File: config.mk
export PLATFORM = sky130hd
export DESIGN_NAME = subtractors_tree_pipe
export DESIGN_NICKNAME = d
export VERILOG_FILES = /design/src/rtl/subtractors_tree_pipe.sv
export SDC_FILE = /design/constraint.sdc
export NUM_CORES = 1
export LEC_CHECK = 0
export CORE_MARGIN = 2
export CORE_UTILIZATION = 53
export DETAILED_ROUTE_END_ITERATION = 10
export HOLD_SLACK_MARGIN = 0.05
export PLACE_DENSITY = 0.85
export SYNTH_ARGS = -nofsm -noshare
export SYNTH_HDL_FRONTEND = slang
export SYNTH_SLANG_ARGS = --single-unit
export TNS_END_PERCENT = 1
File: constraint.sdc
create_clock -name clk -period 5.39 [get_ports clk]
set_input_delay 0.539 -clock clk [delete_from_list [all_inputs] [get_ports clk]]
set_output_delay 0.539 -clock clk [all_outputs]
set_load 0.03 [all_outputs]
File: src/rtl/subtractors_tree_pipe.sv
// subtractors_tree_pipe: two-stage valid/ready pipeline computing a-b, c-d and their signed difference
module subtractors_tree_pipe #(
  parameter int CNT_W = 8
) (
  input  logic             clk,
  input  logic             rst_n,
  input  logic             in_valid,
  output logic             in_ready,
  input  logic [3:0]       a,
  input  logic [3:0]       b,
  input  logic [7:0]       c,
  input  logic [7:0]       d,
  output logic             out_valid,
  input  logic             out_ready,
  output logic [4:0]       diff1,
  output logic [8:0]       diff2,
  output logic [9:0]       diff3,
  output logic [2:0]       neg,
  output logic [CNT_W-1:0] out_count
);
  logic             v1_q, v1_d, v2_q, v2_d;
  logic [4:0]       s1_diff1_q, s1_diff1_d, diff1_q;
  logic [8:0]       s1_diff2_q, s1_diff2_d, diff2_q;
  logic [9:0]       diff3_q, diff3_d;
  logic [2:0]       neg_q, neg_d;
  logic [CNT_W-1:0] count_q, count_d;
  logic             ld1, ld2;
  // Handshake, load enables and next-state values for both stages and the counter
  always_comb begin
    in_ready   = ~v1_q | ~v2_q | out_ready;
    ld1        = in_valid & in_ready;
    ld2        = v1_q & (~v2_q | out_ready);
    v1_d       = ld1 | (v1_q & ~ld2);
    v2_d       = ld2 | (v2_q & ~out_ready);
    s1_diff1_d = {1'b0, a} - {1'b0, b};
    s1_diff2_d = {1'b0, c} - {1'b0, d};
    diff3_d    = {s1_diff2_q[8], s1_diff2_q} - {{5{s1_diff1_q[4]}}, s1_diff1_q};
    neg_d      = {diff3_d[9], s1_diff2_q[8], s1_diff1_q[4]};
    count_d    = (v2_q & out_ready) ? count_q + 1'b1 : count_q;
  end
  // Valid bits, stage data and accepted-result counter; reset discards everything in flight
  always_ff @(posedge clk or negedge rst_n) begin
    if (!rst_n) begin
      v1_q       <= 1'b0;
      v2_q       <= 1'b0;
      s1_diff1_q <= '0;
      s1_diff2_q <= '0;
      diff1_q    <= '0;
      diff2_q    <= '0;
      diff3_q    <= '0;
      neg_q      <= '0;
      count_q    <= '0;
    end else begin
      v1_q    <= v1_d;
      v2_q    <= v2_d;
      count_q <= count_d;
      if (ld1) begin
        s1_diff1_q <= s1_diff1_d;
        s1_diff2_q <= s1_diff2_d;
      end
      if (ld2) begin
        diff1_q <= s1_diff1_q;
        diff2_q <= s1_diff2_q;
        diff3_q <= diff3_d;
        neg_q   <= neg_d;
      end
    end
  end
  assign out_valid = v2_q;
  assign diff1     = diff1_q;
  assign diff2     = diff2_q;
  assign diff3     = diff3_q;
  assign neg       = neg_q;
  assign out_count = count_q;
endmodule

# Word-level counts from Yosys, hierarchy flattened
# Cells that the tools add are included.
dict set report word_totals {
  register_bits 51
  latch_bits 0
  mem_bits_rw 0
  rom_bits 0
  inputBits 28
  out_inout_bits 37
  word_cells 27
  memories 0
}
dict set report op_classes {
  n_addsub 4
  n_mul 0
  div 0
  n_lt_le_gt_ge 0
  eq_ne 0
  shifts 0
  mux 0
  bitwise 14
  n_reduce_logical 0
}
# cell count
set ops {}
lappend ops {{subtractor 9 x 5 -> 10 bit} 1}
lappend ops {{subtractor 8 x 8 -> 9 bit} 1}
lappend ops {{adder 8 x 1 -> 8 bit (second input constant)} 1}
lappend ops {{AND 1 bit} 5}
lappend ops {{OR 1 bit} 5}
lappend ops {{subtractor 4 x 4 -> 5 bit} 1}
lappend ops {{inverter 1 bit} 4}

# Logic depth before layout (Yosys ltp)
dict set report depth {
  word_depth 6
  ltp_mapped 9
  depth_no_buf 9
}

# Worst setup path before layout
# Ideal clock, no wire load.
dict set report synth_path {
  path_kind {input -> register}
  from {input port c[0]}
  to {register s1_diff2_q[8]}
  setup_time_ns 0.121
  arrival_ns 1.819
  slack_ns 3.450
  cell_stages 8
  n_path_buf 0
  path_cell_list {inv_1 -> ha_1 -> fa_1 -> nor2b_1 -> o31ai_2 -> a21oi_1 -> o21ai_0 -> a22o_1}
}
dict set report synth_via {
  elab_chain_len 1
}
# item line
set synth_lines {}
lappend synth_lines {{start, declared} 11} ;# input logic [7:0] c,
lappend synth_lines {{subtractor 8 x 8 -> 9 bit} 36} ;# s1_diff2_d = {1'b0, c} - {1'b0, d};
lappend synth_lines {{end signal, assigned} 59} ;# s1_diff2_q <= s1_diff2_d;
lappend synth_lines {{end, declared} 23} ;# logic [8:0] s1_diff2_q, s1_diff2_d, diff2_q;
# No other way between the ends.
# A chain may end at the register's enable or synchronous reset.

# Worst setup path after layout
dict set report layout_path {
  from {input port out_ready}
  to {output port in_ready}
}
dict set report layout_via {
  elab_chain_len 1
}
# item line
set layout_lines {}
lappend layout_lines {{start, declared} 14} ;# input logic out_ready,
lappend layout_lines {{OR 1 bit} 30} ;# in_ready = ~v1_q | ~v2_q | out_ready;
lappend layout_lines {{end, declared} 8} ;# output logic in_ready,
# No other way between the ends.

==> summary.txt <==
Placed design
  • Dpl hpwl: 4020 um
  • Area after DPL: 3310 sq um
  • Port-buffer cells: 64
  • RePlAce Congestion: 0.851

CTS
  • Setup Buffers After CTS: 0
  • Hold buffers post-CTS: 0
  • Clock Path Buffers: 2
  • Clock transition at the registers of the reported paths: 90 ps
  • CTS tree: built
  • Clock latency on the worst-skew pair: 300 ps
  • Post_cts resized: 0
  • Sink Count: 48
  • TritonCTS buffer count: 5
  • CTS H-tree lvls: 2
  • Root buffer cell: clkbuf_8

Critical path
  • Worst EP arrival: about 1900 ps
  • CP Data Required Time: 4850 ps
  • Worst R2R Setup Slack: 3220 ps
  • Critical path fanouts, max: 4
  • CP Capture Type: primary output
  • Startpoint Class: input port
  • Crit path kind: in2out

Floorplan
  • Die H: around 75 um
  • Die width: 74.6 um
  • CORE AREA: 4750 sq um
  • Die area: around 5600 sq um
  • Starting Density: 0.555
  • # IOs: 65
  • Num rows: 25

Timing
  • Endpoints failing hold: 0
  • Sum Neg Setup Slack: 0 ps
  • Fin. max-slew vios: 0
  • Worst-Margin Slew: about 1000 ps
  • Max_slew headroom: 0.313
  • Min cycle time layout: 2460 ps
  • Achievable Freq: 406 MHz
  • Endpoints failing setup: 0
  • Crit share post-route: 0.457
  • Unrepaired setup endpoints after global routing: false
  • Hold slack: 415 ps
  • Skew final: 6.01 ps

GRT
  • Vias in the first global route: 1862
  • Antenna violations before repair: 0
  • Pin count of the biggest net entering global routing: 49
  • Overflow after GRT: 0
  • All-Layer GR Usage: 0.200
  • First-pass GRT wire length: 8440 um

Logic synthesis
  • Synth warnings: 0
  • Mapped Cells: 259
  • Post-Syn Nets: 312
  • Synthesized area: between 2000 and 3000 sq um
  • Post-synthesis sequential area ratio: 0.455
  • Syn avg cell area: 10.2 sq um
  • Number of synthesized register bits: 48
  • Synth cell types: 37

Power
  • Psw: about 0.6 mW
  • Clock network power share: 0.163
  • Pwr/cell area: 456 nW/um^2
  • Lkg Pwr: between 1.5 and 2 nW
  • Total power: between 1.5 and 2 mW
  • Sequential power share: 0.353
  • Peak VDD IR: 184 uV
  • Pint: approximately 0.94 mW
  • Gate power share: 0.483
  • Net Sw Frac: 0.396

Status
  • Status: finished clean

Detailed routing
  • DRC viols: 0
  • Vias: 2008
  • Wire per inst: 13.0 um
  • Final WL: 5070 um
  • Via density: 5.15
  • Starting DRC count in detailed routing: 89
  • Drt pass-1 iters: 4
  • Post-route ant nets: 0

Finish
  • Design Area, Final: approximately 3400 sq um
  • Antenna cell count: 0
  • Final net count: around 380
  • Layout area overhead: 29.6%
  • Core Util, Final: 0.720
  • Layout cell share with drive strength beyond 1: 0.0743

Flow run
  • Max-cap violation count: 0

Min path
  • Worst Hold Class: in2async
sequential cells by signal, indices dropped and copies added (netlist names):
signal,count
diff1,4
diff2,8
diff3,10
neg,2
out_count,8
out_valid,1
s1_diff1_q,5
s1_diff2_q,9
v1_q,1
routing by layer:
metal | GRT usage | wire length [um]
met1 | 0.259 | 2190
met2 | 0.331 | 2590
met3 | 0.0461 | 201
met4 | 0.0714 | 86
met5 | 0 | 0
synthesized netlist by cell type (all sizes together):
library cell | count | area, sq um
xor2 | 8 | 70.1
o21bai | 1 | 7.51
clkbuf | 2 | 7.51
a211oi | 4 | 30.0
or4 | 1 | 7.51
o31a | 1 | 8.76
a21oi | 11 | 58.8
nand2 | 33 | 126
nor2b | 3 | 18.8
nor2 | 8 | 30.0
mux2 | 11 | 124
ha | 22 | 275
and4 | 1 | 8.76
o21a | 8 | 60.1
buf | 6 | 37.5
and2 | 2 | 12.5
a22o | 1 | 8.76
o31ai | 7 | 62.6
nand3b | 1 | 7.51
o21ai | 27 | 135
a41o | 1 | 10.0
and3 | 2 | 12.5
fa | 3 | 60.1
nand3 | 2 | 10.0
o211ai | 1 | 7.51
inv | 23 | 86.3
nand2b | 6 | 37.5
a21o | 2 | 15.0
xnor2 | 8 | 70.1
dfrtp | 48 | 1200
nor3 | 4 | 20.0
o22ai | 1 | 12.5
cells in the final DEF (no fill, tap or decap), types with 2 or more instances in the layout:
master           netlist  routed
nor3_1                 4       4
o21ai_0               21      21
a21o_1                 2       2
nor2b_1                3       3
nand2_1               32      32
ha_1                  22      22
and3_1                 2       2
clkdlybuf4s50_1        0      63
o31ai_2                2       2
a21oi_1               10      10
xnor2_1                8       8
o21ai_1                6       6
nand2b_1               6       6
mux2_2                11      11
and2_1                 2       2
o31ai_1                5       5
o21a_1                 8       8
a211oi_1               4       4
fa_1                   3       3
nor2_1                 8       8
dfrtp_1               48      48
xor2_1                 8       8
nand3_1                2       2
clkbuf_8               0       5
inv_1                 23      23
final timing paths:
check	start	endpoint	cells after the start
max in group asynchronous	rst_n	diff1[1]$_DFFE_PN0P_	1
max reg2reg	s1_diff2_q[0]$_DFFE_PN0P_	diff3[6]$_DFFE_PN0P_	9
min	rst_n	diff2[2]$_DFFE_PN0P_	1
min reg2reg	diff3[2]$_DFFE_PN0P_	diff3[2]$_DFFE_PN0P_	2
max	out_ready	in_ready	3
min in group clk	diff3[2]$_DFFE_PN0P_	diff3[2]$_DFFE_PN0P_	2
power by group through the flow:
stage / logic (mW) / registers, mW / clock network (mW)
after floorplan: 0.308 / 0.719 / 0
after global placement: 0.733 / 0.553 / 0
final: 0.754 / 0.551 / 0.255
after CTS: 0.759 / 0.553 / 0.256
after detailed placement: 0.755 / 0.559 / 0
after global routing: 0.818 / 0.567 / 0.272
cell families after synthesis:
family                   Yosys count  synth area share
AO/OA/AOI/OAI                     65             0.158
adder cells (fa/ha/maj)           25             0.127
AND/OR/NAND/NOR                   63             0.110
flip-flops                        48             0.455
buffers and inverters             31            0.0498
multiplexers                      11            0.0469
XOR/XNOR                          16            0.0531
through the flow:
stage                     setup slack [ps]  instances
final                                 2930        390
after global routing                  2890        390
after CTS                             2930        390
after detailed placement              2880        382
after global placement                2900        382
after floorplan                       3450        259
worst max-delay path: stages:
cell and delay (ps):
clkdlybuf4s50_1 480, nand3b_1 200, clkdlybuf4s50_1 700
area by class of cell:
class / count / area, sq um
Multi-Input combinational cell: 180 / 1310
Inverter: 23 / 86.3
Timing Repair Buffer: 64 / 636
Tap cell: 67 / 83.8
Fill cell: 354 / 1330
Clock inverter: 2 / 35.0
Sequential cell: 48 / 1200
Clock buffer: 6 / 72.6
Note: power is estimated with default switching activity, not from simulation.
